[config.mk]
export PLATFORM = sky130hd
export DESIGN_NAME = servo_pwm_driver
export DESIGN_NICKNAME = d
export VERILOG_FILES = /design/src/rtl/servo_pwm_driver.sv
export SDC_FILE = /design/constraint.sdc
export NUM_CORES = 1
export LEC_CHECK = 0
export CAP_MARGIN = 20
export CORE_MARGIN = 2
export CORE_UTILIZATION = 45
export CTS_CLUSTER_DIAMETER = 50
export DETAILED_ROUTE_END_ITERATION = 6
export PLACE_DENSITY = 0.67
export SYNTH_ARGS = -nofsm -noshare
export SYNTH_HDL_FRONTEND = slang
export SYNTH_SLANG_ARGS = --single-unit
[constraint.sdc]
create_clock -name clk -period 6.6 [get_ports clk]
set_clock_uncertainty 0.05 [all_clocks]
set_input_delay 1.32 -clock clk [delete_from_list [all_inputs] [get_ports clk]]
set_output_delay 1.32 -clock clk [all_outputs]
set_load 0.05 [all_outputs]
[src/rtl/servo_pwm_driver.sv]
// servo_pwm_driver
//   Turns the signed control word from the truncation stage into a two-leg PWM
//   drive for the servo H-bridge. The magnitude is shifted and saturated to the
//   period length. Duty, direction and saturation are loaded only on period
//   boundaries. A direction reversal holds both legs low for DEAD_CYC cycles at
//   the start of the first period in the new direction.
//
// Handshake: en is a valid-only capture strobe with no ready. u is taken into
//   u_hold on every rising edge where en=1. A value captured on the edge that
//   starts a period is not seen until the following boundary.
//
// Ports:
//   clk          in   single clock, rising edge
//   rst          in   synchronous active-high reset
//   en           in   control-word valid strobe
//   u            in   signed control word [cant_bits-1:0]
//   pwm_pos      out  H-bridge positive leg (registered)
//   pwm_neg      out  H-bridge negative leg (registered)
//   period_tick  out  one-cycle pulse in the cnt=0 cycle of every period
//   sat          out  duty of the current period was clipped to PERIOD
module servo_pwm_driver #(
    parameter int cant_bits = 16,
    parameter int PERIOD    = 1000,
    parameter int SHIFT     = 5,
    parameter int DEAD_CYC  = 8
) (
    input  logic                        clk,
    input  logic                        rst,
    input  logic                        en,
    input  logic signed [cant_bits-1:0] u,
    output logic                        pwm_pos,
    output logic                        pwm_neg,
    output logic                        period_tick,
    output logic                        sat
);

    // One extra bit so that PERIOD = 2^cant_bits and the shifted magnitude
    // share a common width for every compare.
    localparam int XW = cant_bits + 1;
    localparam logic [XW-1:0] PERIOD_X = XW'(PERIOD);
    localparam logic [XW-1:0] LAST_X   = XW'(PERIOD - 1);
    localparam logic [XW-1:0] DEAD_X   = XW'(DEAD_CYC);
    localparam logic signed [cant_bits-1:0] U_MIN = {1'b1, {(cant_bits-1){1'b0}}};
    localparam logic [cant_bits-1:0]        U_MAX = {1'b0, {(cant_bits-1){1'b1}}};

    typedef enum logic {
        RUN  = 1'b0,
        DEAD = 1'b1
    } state_t;

    // Registered state
    logic signed [cant_bits-1:0] u_hold;
    logic [XW-1:0]               cnt;
    logic [XW-1:0]               duty;
    logic                        dir_neg;   // 0 = POS, 1 = NEG
    logic                        armed;     // low until the first post-reset boundary
    state_t                      state;

    // Next-state values
    logic [XW-1:0]        cnt_n;
    logic [XW-1:0]        duty_n;
    logic                 dir_neg_n;
    logic                 sat_n;
    state_t               state_n;
    logic                 pos_n;
    logic                 neg_n;
    logic                 tick_n;

    // Boundary-load datapath
    logic                 boundary;
    logic [cant_bits-1:0] mag;
    logic [XW-1:0]        mag_s;
    logic [XW-1:0]        duty_calc;
    logic                 sat_calc;
    logic                 dir_calc;
    logic                 dead_pending;
    logic                 leg_on;

    // Magnitude with the most negative code folded onto the most positive one,
    // so the result always fits in cant_bits-1 bits.
    always_comb begin
        mag = $unsigned(u_hold);
        if (u_hold[cant_bits-1]) begin
            if (u_hold == U_MIN) begin
                mag = U_MAX;
            end else begin
                mag = $unsigned(-u_hold);
            end
        end
    end

    always_comb begin
        mag_s     = {1'b0, mag} >> SHIFT;
        sat_calc  = (mag_s > PERIOD_X);
        duty_calc = sat_calc ? PERIOD_X : mag_s;
        // A zero duty carries no direction information, so it never flips
        // the bridge and never costs a dead-time window.
        dir_calc     = (duty_calc == '0) ? dir_neg : u_hold[cant_bits-1];
        dead_pending = (dir_calc != dir_neg);
    end

    // Next-state / output decode. Outputs are computed from the values the
    // registers will hold in the next cycle, so each registered output lines
    // up with the cnt of the same cycle.
    always_comb begin
        boundary  = !armed || (cnt == LAST_X);
        cnt_n     = cnt + XW'(1);
        duty_n    = duty;
        dir_neg_n = dir_neg;
        sat_n     = sat;
        state_n   = state;
        tick_n    = boundary;

        if (boundary) begin
            cnt_n     = '0;
            duty_n    = duty_calc;
            dir_neg_n = dir_calc;
            sat_n     = sat_calc;
            state_n   = (dead_pending && (DEAD_X != '0)) ? DEAD : RUN;
        end else if ((state == DEAD) && (cnt_n == DEAD_X)) begin
            state_n = RUN;
        end

        leg_on = (state_n == RUN) && (cnt_n < duty_n);
        pos_n  = leg_on && !dir_neg_n;
        neg_n  = leg_on && dir_neg_n;
    end

    always_ff @(posedge clk) begin
        if (rst) begin
            u_hold      <= '0;
            cnt         <= '0;
            duty        <= '0;
            dir_neg     <= 1'b0;
            sat         <= 1'b0;
            armed       <= 1'b0;
            state       <= RUN;
            pwm_pos     <= 1'b0;
            pwm_neg     <= 1'b0;
            period_tick <= 1'b0;
        end else begin
            if (en) begin
                u_hold <= u;
            end
            cnt         <= cnt_n;
            duty        <= duty_n;
            dir_neg     <= dir_neg_n;
            sat         <= sat_n;
            armed       <= 1'b1;
            state       <= state_n;
            pwm_pos     <= pos_n;
            pwm_neg     <= neg_n;
            period_tick <= tick_n;
        end
    end

endmodule

==> metrics.txt, run 1 <==
maximum number of pins on one net before global-route repair 37; relative slew slack 29.7%; biggest regs cnt x17, duty x17, u_hold x16; Via Count 2732; DR WL/cell 14.0 um; Total Negative Setup Slacks 0 ps; Yosys warning count 0; number of failing hold endpoints at the final stage 0; highest attainable clock frequency 0.240 GHz; worst setup slack before clock tree synthesis 2480 ps; total routed wirelength 6.95 mm; initial antenna violation count 0; CTS tree yes; via count of the first global-routing pass 2568; number of placed instances, taps included 480; weighted congestion reported at the end of routability-driven placement 0.893; core outline area 0.00714 mm2; post-detailed-route count of antenna-violating nets 0; max-cap viol count 0; worst setup slack after layout 2430 ps; initial core utilization 45.8%; per-instance average area after synthesis 8.53 um2; Horiz. Die Dim 89.2 um; count of flip-flops with a built-in enable after synthesis 0; iteration-0 DRC count of the detailed router 124; dominant cell type by area after synthesis sky130_fd_sc_hd__dfxtp_1; count of unique library cells instantiated by Yosys 61; CTS clk-pin slew, worst paths 70 ps; global-route wire length before repair 11.8 mm; hold buffer count at CTS 0; count of input and output buffers 22; post-route cell area 0.00370 mm2; RSZ-0062 raised after global routing no; sequential cell area 0.00114 mm2; Cell Area, Synth 0.00327 mm2; Critical Path AT 4370 ps; Pre-antenna DRT Iters 4; chip height 89.2 um; worst vdd ir 0.141 mV; type of element launching the critical path flop; number of CTS-inserted buffers 9; commonest cells after routing, fill and taps aside 79 x sky130_fd_sc_hd__nor2_1, 57 x sky130_fd_sc_hd__dfxtp_1, 29 x sky130_fd_sc_hd__nand2_1; ratio of total power to cell area 214 mW/mm2; antenna fix cells 0; type of destination of the critical path flop; layout overhead on the synthesized area 13.2%; fraction of post-synthesis cell area in the top cell type by area 34.9%; fin crit period 4170 ps; filler instances 706; portion of the post-synthesis area used by sequential elements 34.9%; Residual DRC 0; top-level port count 23; post-synthesis instance total 383; part of the total power dissipated in the clock network 39.3%; nets 429; count of final setup violators 0; sequential fraction of design power 47.1%; Root Driver sky130_fd_sc_hd__clkbuf_8; number of synthesized register bits 57; Async S/R FF share, synth 0%; fraction of power consumed by combinational cells 13.6%; number of buffers inserted to repair setup after CTS 0; clock net sink count 57; Clock H-tree levels 3; Detailed Place HPWL 5.05 mm; number of nets in the synthesized netlist 420; number of pins exceeding their max-slew limit in the final report 0; Req. time, crit path 6800 ps; result of the run completed; number of standard cells in the final layout excluding fillers 496; area of placed instances 0.00351 mm2; site row count 31; switching power 209 uW; slew at the pin closest to its max-slew limit 1060 ps; count of cells resized by post-cts repair 0; vias per inst 5.51; Lkg Pwr 1.47 nW; share of cells above drive strength 1 8.06%; Setup Crit Path Kind flop to flop; Tcrit/Tclk final 63.1%; highest net fanout along the worst path 23; internal power of the cells 581 uW; source-to-sink clock delay at the later pin of the worst-skew pair 340 ps; Final Power 790 uW; area of combinational cells with multiple inputs 0.00199 mm2; proportion of total power due to net switching 26.5%; Tightest Hold Check Type flop to flop; die footprint 0.00796 mm2; overall global routing resource usage 19.2%; top cells by area, synth sky130_fd_sc_hd__dfxtp_1 35%, sky130_fd_sc_hd__nor2_1 9.1%, sky130_fd_sc_hd__ha_1 6.9%, sky130_fd_sc_hd__mux2i_1 6.1%, sky130_fd_sc_hd__xor2_1 3.8%; prevailing post-synth register cell sky130_fd_sc_hd__dfxtp_1; remaining global-route overflow 0; most common cell after layout, fill and taps aside sky130_fd_sc_hd__nor2_1; number of buffers on the longest clock path 2
## synthesized netlist by cell type, drive strengths merged, types with 9 or more instances
| master | n |
|---|---|
| nor2 | 79 |
| nand3 | 10 |
| xor2 | 15 |
| xnor2 | 13 |
| buf | 9 |
| clkbuf | 16 |
| o21ai | 11 |
| ha | 18 |
| nand2 | 29 |
| mux2i | 20 |
| nor3 | 12 |
| dfxtp | 57 |
| nand4 | 10 |
## critical path: stages, from the launching register on
cell and delay (ps):
sky130_fd_sc_hd__dfxtp_1 420, sky130_fd_sc_hd__ha_1 280, sky130_fd_sc_hd__nand2_1 90, sky130_fd_sc_hd__nor3_1 240
sky130_fd_sc_hd__a41oi_2 570, sky130_fd_sc_hd__a41oi_1 550, sky130_fd_sc_hd__o41a_1 380, sky130_fd_sc_hd__a22oi_1 140
sky130_fd_sc_hd__ha_1 350, sky130_fd_sc_hd__a21o_1 160, sky130_fd_sc_hd__a21o_1 170, sky130_fd_sc_hd__a21oi_1 130
sky130_fd_sc_hd__o21ai_0 80, sky130_fd_sc_hd__o211ai_1 110, sky130_fd_sc_hd__nand3_1 140, sky130_fd_sc_hd__nor4b_2 220
## path summary, 6_finish.rpt
path	from	slack (ps)	end	cells after the start
max	cnt[0]$_SDFF_PP0_	2430	pwm_pos$_SDFF_PP0_	15
min	duty[15]$_SDFF_PP0_	400	duty[15]$_SDFF_PP0_	2
max reg2reg	cnt[0]$_SDFF_PP0_	2430	pwm_pos$_SDFF_PP0_	15
min reg2reg	duty[15]$_SDFF_PP0_	400	duty[15]$_SDFF_PP0_	2
## per-stage QoR
stage	util (%)	hold slack, ps
after floorplan	-	372
after global placement	49.1	389
after detailed placement	49.1	391
after CTS	51.8	402
after global routing	51.8	422
final	51.8	399
## power by group through the flow
stage          sequential, mW  combinational [mW]  clock (mW)
6_report                0.372               0.107       0.311
5_1_grt                 0.374               0.120       0.335
4_1_cts                 0.372               0.108       0.319
3_5_place_dp            0.379               0.108           0
3_3_place_gp            0.379               0.106           0
2_1_floorplan           0.376              0.0789           0
## layer usage
metal	wire (um)	up-vias	global-route usage [%]
li1	-	1381	-
met1	3250	1304	23.4
met2	3410	39	32.4
met3	211	8	6.19
met4	74	0	5.43
met5	0	-	0
## layout make-up
type	count	share of cell area, %
Multi-Input combinational cell	294	53.7
Sequential cell	57	30.9
Timing Repair Buffer	23	6.16
Clock buffer	14	4.94
Tap cell	99	3.35
Inverter	7	0.710
Clock inverter	2	0.271
## kinds of logic (layout without fill, tap and decap cells)
logic type	Yosys count	after routing	synth area share (%)
and+or+nand+nor	168	168	25.3
AOI/OAI and AO/OA	60	60	14.5
buffers and inverters	32	46	4.52
DFF	57	57	34.9
adders and majority gates	18	18	6.89
xor gates and xnor gates	28	28	7.73
muxes	20	20	6.13
No activity file was read; power rests on OpenSTA's default activity.
==> run 2: changes to the inputs <==
- PLACE_DENSITY: 0.67 -> 0.69
- clock period: 6.6 -> 3.6 ns (I/O delays scaled with it)
==> metrics.txt, run 2 (synthesized netlist as in run 1, its figures left out) <==
share of cells above drive strength 1 12.9% (+4.9 points); max-cap viol count 0 (unchanged); Via Count 2758 (+0.95%); biggest regs cnt x17, duty x17, u_hold x16; commonest cells after routing, fill and taps aside 78 x sky130_fd_sc_hd__nor2_1, 56 x sky130_fd_sc_hd__dfxtp_1, 29 x sky130_fd_sc_hd__nand2_1; Residual DRC 0 (unchanged); number of CTS-inserted buffers 9 (unchanged); antenna fix cells 0 (unchanged); weighted congestion reported at the end of routability-driven placement 0.854 (-4.3%); internal power of the cells 1.11 mW (+91%); core outline area 0.00714 mm2 (unchanged); post-detailed-route count of antenna-violating nets 0 (unchanged); iteration-0 DRC count of the detailed router 78 (-37%); result of the run completed; Tightest Hold Check Type flop to flop; layout overhead on the synthesized area 17.8%; Setup Crit Path Kind flop to flop; Tcrit/Tclk final 93.3% (+30 points); Critical Path AT 3560 ps (-810 ps); highest attainable clock frequency 0.298 GHz (+24%); number of failing hold endpoints at the final stage 0 (unchanged); DR WL/cell 13.9 um (-0.83%); maximum number of pins on one net before global-route repair 35 (-5.4%); vias per inst 5.42 (-1.6%); die footprint 0.00796 mm2 (unchanged); overall global routing resource usage 19.4% (+0.27 points); relative slew slack 40.2% (+11 points); source-to-sink clock delay at the later pin of the worst-skew pair 330 ps (about the same); ratio of total power to cell area 389 mW/mm2 (+82%); number of buffers on the longest clock path 2 (unchanged); Root Driver sky130_fd_sc_hd__clkbuf_8; proportion of total power due to net switching 26.0% (-0.49 points); count of final setup violators 0 (unchanged); CTS clk-pin slew, worst paths 60 ps (about the same); highest net fanout along the worst path 16 (-30%); type of element launching the critical path flop; chip height 89.2 um (unchanged); fin crit period 3360 ps (-809 ps); nets 443 (+3.3%); number of pins exceeding their max-slew limit in the final report 0 (unchanged); Lkg Pwr 1.55 nW (+5.7%); initial core utilization 45.8% (unchanged); Pre-antenna DRT Iters 4 (unchanged); Total Negative Setup Slacks 0 ps (unchanged); part of the total power dissipated in the clock network 39.9% (+0.6 points); Clock H-tree levels 3 (unchanged); sequential fraction of design power 45.2% (-1.9 points); switching power 390 uW (+86%); Horiz. Die Dim 89.2 um (unchanged); Worst Hold Margin 393 ps (-6.06 ps); top-level port count 23 (unchanged); slew at the pin closest to its max-slew limit 894 ps (-161 ps); Detailed Place HPWL 5.28 mm (+4.4%); remaining global-route overflow 0 (unchanged); worst vdd ir 0.239 mV (+69%); fraction of power consumed by combinational cells 14.9% (+1.3 points); count of input and output buffers 22 (unchanged); global-route wire length before repair 12.0 mm (+2.1%); via count of the first global-routing pass 2536 (-1.2%); type of destination of the critical path flop; site row count 31 (unchanged); total routed wirelength 7.07 mm (+1.8%); initial antenna violation count 0 (unchanged); clock net sink count 57 (unchanged); CTS tree yes; most common cell after layout, fill and taps aside sky130_fd_sc_hd__nor2_1; Req. time, crit path 3800 ps (-3000 ps)
==> run 2: changes by cell type in the layout (fill, tap and decap cells not counted), sizes merged <==
cell	before	now
clkbuf	14	12
bufinv	0	1
buf	1	15
==> run 2: area by class of cell <==
| class | instances | area, um2 |
|---|---|---|
| Timing Repair Buffer | 37 | 333 |
| Clock inverter | 3 | 40.0 |
| Inverter | 7 | 26.3 |
| Fill cell | 680 | 3290 |
| Tap cell | 99 | 124 |
| Sequential cell | 57 | 1140 |
| Clock buffer | 12 | 155 |
| Multi-Input combinational cell | 294 | 2030 |
==> run 2: per-stage QoR <==
step | cells | worst slack (ps) | utilization [%] | power, mW | instance area [um2]
after global placement | 490 | 261 | 50.2 | 0.896 | 3580
after floorplan | 383 | 387 | - | 0.834 | 3270
after CTS | 505 | 95.9 | 52.9 | 1.50 | 3780
after global routing | 509 | -16.4 | 53.9 | 1.57 | 3850
after detailed placement | 490 | 97.9 | 50.2 | 0.901 | 3580
final | 509 | 241 | 53.9 | 1.50 | 3850
==> run 2: timing repair <==
| action | 4_1_cts | 5_1_grt |
|---|---|---|
| endpoints found under the setup margin | 0 | 2 |
| buffers inserted | 0 | 4 |
| hold buffers | 0 | 0 |
| resized for setup | 0 | 9 |
| endpoints found under the hold margin | 0 | 0 |
==> run 2: power by group through the flow <==
stage | Sequential [mW] | Combinational (mW) | Clock [mW]
after detailed placement | 0.690 | 0.211 | 0
after floorplan | 0.689 | 0.145 | 0
final | 0.678 | 0.223 | 0.598
after CTS | 0.676 | 0.212 | 0.613
after global routing | 0.681 | 0.247 | 0.643
after global placement | 0.689 | 0.207 | 0
==> run 2: per-layer routing <==
layer  share of wire, %  track usage [%]  routed length, um
met3                3.4             5.72                238
met4               0.83             4.48                 59
met2                 50             32.3               3560
met1                 45             24.9               3220
met5                  0                0                  0
==> run 2: worst paths after layout <==
path | slack, ps | endpoint | cells after the start | from
max | 240 | pwm_pos$_SDFF_PP0_ | 14 | u_hold[15]$_SDFFE_PP0P_
min | 390 | duty[16]$_SDFF_PP0_ | 2 | duty[16]$_SDFF_PP0_
max reg2reg | 240 | pwm_pos$_SDFF_PP0_ | 14 | u_hold[15]$_SDFFE_PP0P_
min reg2reg | 390 | duty[16]$_SDFF_PP0_ | 2 | duty[16]$_SDFF_PP0_
==> run 2: critical path, cell delays in order, from the launching register on <==
cell,delay [ps]
sky130_fd_sc_hd__dfxtp_1,420
sky130_fd_sc_hd__buf_4,250
sky130_fd_sc_hd__nor4b_1,310
sky130_fd_sc_hd__o21ai_0,120
sky130_fd_sc_hd__a41o_1,240
sky130_fd_sc_hd__o41a_1,370
sky130_fd_sc_hd__a22oi_1,200
sky130_fd_sc_hd__ha_1,290
sky130_fd_sc_hd__a21o_1,160
sky130_fd_sc_hd__a21o_1,170
sky130_fd_sc_hd__a21oi_1,130
sky130_fd_sc_hd__o21ai_0,90
sky130_fd_sc_hd__o211ai_1,140
sky130_fd_sc_hd__nand3_2,130
sky130_fd_sc_hd__nor4b_2,210
==> run 3: changes to the inputs <==
- CORE_ASPECT_RATIO: not set -> 1.4
- TNS_END_PERCENT: not set -> 1
==> metrics.txt, run 3 (synthesized netlist as in run 1, its figures left out) <==
Residual DRC 0 (unchanged); filler instances 660 (-2.9%); die footprint 0.00797 mm2 (+0.12%); Via Count 2805 (+1.7%); fin crit period 3410 ps (+53.5 ps); chip height 105 um (+18%); share of cells above drive strength 1 15.6% (+2.7 points); number of failing hold endpoints at the final stage 0 (unchanged); via count of the first global-routing pass 2706 (+6.7%); Clock H-tree levels 3 (unchanged); count of input and output buffers 22 (unchanged); antenna fix cells 0 (unchanged); Worst Hold End duty[10]$_SDFF_PP0_; maximum number of pins on one net before global-route repair 23 (-34%); vias per inst 5.48 (+1.1%); worst hold path startpoint duty[10]$_SDFF_PP0_; CTS clk-pin slew, worst paths 70 ps (about the same); highest attainable clock frequency 0.293 GHz (-1.6%); remaining global-route overflow 0 (unchanged); Horiz. Die Dim 76.0 um (-15%); slew at the pin closest to its max-slew limit 930 ps (+35.9 ps); core outline area 0.00698 mm2 (-2.2%); total routed wirelength 7.30 mm (+3.2%); number of buffers on the longest clock path 2 (unchanged); site row count 36 (+16%); global-route wire length before repair 12.5 mm (+4.1%); clock net sink count 57 (unchanged); number of standard cells in the final layout excluding fillers 512 (+0.59%); max-cap viol count 0 (unchanged); top-level port count 23 (unchanged); Worst R2R Setup Slack 190 ps (-50 ps); biggest regs cnt x17, duty x17, u_hold x16; result of the run completed; layout overhead on the synthesized area 19.1%; FF-to-FF path depth 14 (unchanged); type of element launching the critical path flop; Tightest Hold Check Type flop to flop; initial antenna violation count 0 (unchanged); most common cell after layout, fill and taps aside sky130_fd_sc_hd__nor2_1; Lkg Pwr 1.57 nW (+1.1%); number of CTS-inserted buffers 9 (unchanged); Cells on Worst Hold Path 2 (unchanged); source-to-sink clock delay at the later pin of the worst-skew pair 330 ps (about the same); beginning of the worst register-to-register path u_hold[8]$_SDFFE_PP0P_; post-route cell area 0.00389 mm2 (+1.2%); worst vdd ir 0.213 mV (-11%); nets 449 (+1.4%); Tcrit/Tclk final 94.8% (+1.5 points); DR WL/cell 14.3 um (+2.6%); number of pins exceeding their max-slew limit in the final report 0 (unchanged); Req. time, crit path 3800 ps (about the same); count of final setup violators 0 (unchanged); Setup Crit Path Kind flop to flop; area of placed instances 0.00360 mm2 (+0.49%); number of placed instances, taps included 489 (-0.20%); CTS tree yes; weighted congestion reported at the end of routability-driven placement 0.892 (+4.4%); commonest cells after routing, fill and taps aside 79 x sky130_fd_sc_hd__nor2_1, 52 x sky130_fd_sc_hd__dfxtp_1, 29 x sky130_fd_sc_hd__nand2_1; highest net fanout along the worst path 3 (-13); Critical Path AT 3610 ps (+50 ps); iteration-0 DRC count of the detailed router 170 (+120%); Root Driver sky130_fd_sc_hd__clkbuf_8; Final Power 1.44 mW (-3.8%); Detailed Place HPWL 5.37 mm (+1.7%); Pre-antenna DRT Iters 4 (unchanged); overall global routing resource usage 19.3% (-0.15 points); reg2reg end pwm_pos$_SDFF_PP0_; relative slew slack 37.8% (-2.4 points); type of destination of the critical path flop; ratio of total power to cell area 370 mW/mm2 (-4.9%); initial core utilization 46.8% (+1.0 points); post-detailed-route count of antenna-violating nets 0 (unchanged)
[run 3: how the worst max path moves through the flow]
| stage | startpoint | end | slack [ps] | cells past startpoint |
|---|---|---|---|---|
| after floorplan | u_hold[5]$_SDFFE_PP0P_ | pwm_pos$_SDFF_PP0_ | 390 | 15 |
| after global placement | u_hold[5]$_SDFFE_PP0P_ | pwm_pos$_SDFF_PP0_ | 240 | 15 |
| after detailed placement | u_hold[5]$_SDFFE_PP0P_ | pwm_neg$_SDFF_PP0_ | 130 | 15 |
| after CTS | u_hold[6]$_SDFFE_PP0P_ | pwm_neg$_SDFF_PP0_ | 80 | 14 |
| after global routing | u_hold[8]$_SDFFE_PP0P_ | pwm_pos$_SDFF_PP0_ | -50 | 14 |
| final | u_hold[8]$_SDFFE_PP0P_ | pwm_pos$_SDFF_PP0_ | 190 | 14 |
[run 3: per-stage QoR]
stage                     setup slack [ps]  TNS (ps)  hold slack (ps)  utilization (%)
after global placement                 242         0              382             51.5
after floorplan                        387         0              372                -
final                                  188         0              394             55.8
after detailed placement               127         0              390             51.5
after CTS                             80.5         0              400             54.0
after global routing                 -49.8     -49.8              438             55.8
[run 3: metal layers]
metal / part of all wire, % / GRT usage [%]
met1: 43 / 21.7
met2: 53 / 35.5
met3: 2.7 / 3.97
met4: 1.4 / 7.27
met5: 0 / 0
[run 3: cell type report]
class                      count  area, um2  area share, %
tap                           95        119           3.05
inverter                       7       26.3          0.675
clock inverter                 5       31.3          0.803
multi-input combinational    294       2040           52.3
sequential                    57       1150           29.5
timing repair buffer          43        390           10.0
clock buffer                  11        141           3.63
[run 3: report_power, final]
part	switching [mW]	internal (mW)
sequential	0.0220	0.655
clock	0.261	0.266
combinational	0.128	0.109
[run 3: what timing repair did]
item	CTS	global route
buffers inserted	0	7
endpoints found under the setup margin	0	2
hold buffers	0	0
resized for setup	0	18
[run 3: worst max-delay path, stage by stage, from the launching register on]
cell and delay [ps]:
sky130_fd_sc_hd__dfxtp_4 370, sky130_fd_sc_hd__nor4_4 300, sky130_fd_sc_hd__nand4_1 230, sky130_fd_sc_hd__xor2_1 240, sky130_fd_sc_hd__a31oi_1 130, sky130_fd_sc_hd__o41a_1 470
sky130_fd_sc_hd__a22oi_2 190, sky130_fd_sc_hd__ha_1 270, sky130_fd_sc_hd__a21o_1 160, sky130_fd_sc_hd__a21o_1 170, sky130_fd_sc_hd__a21oi_1 130, sky130_fd_sc_hd__o21ai_1 80
sky130_fd_sc_hd__o211ai_1 120, sky130_fd_sc_hd__nand3_1 160, sky130_fd_sc_hd__nor4b_2 270
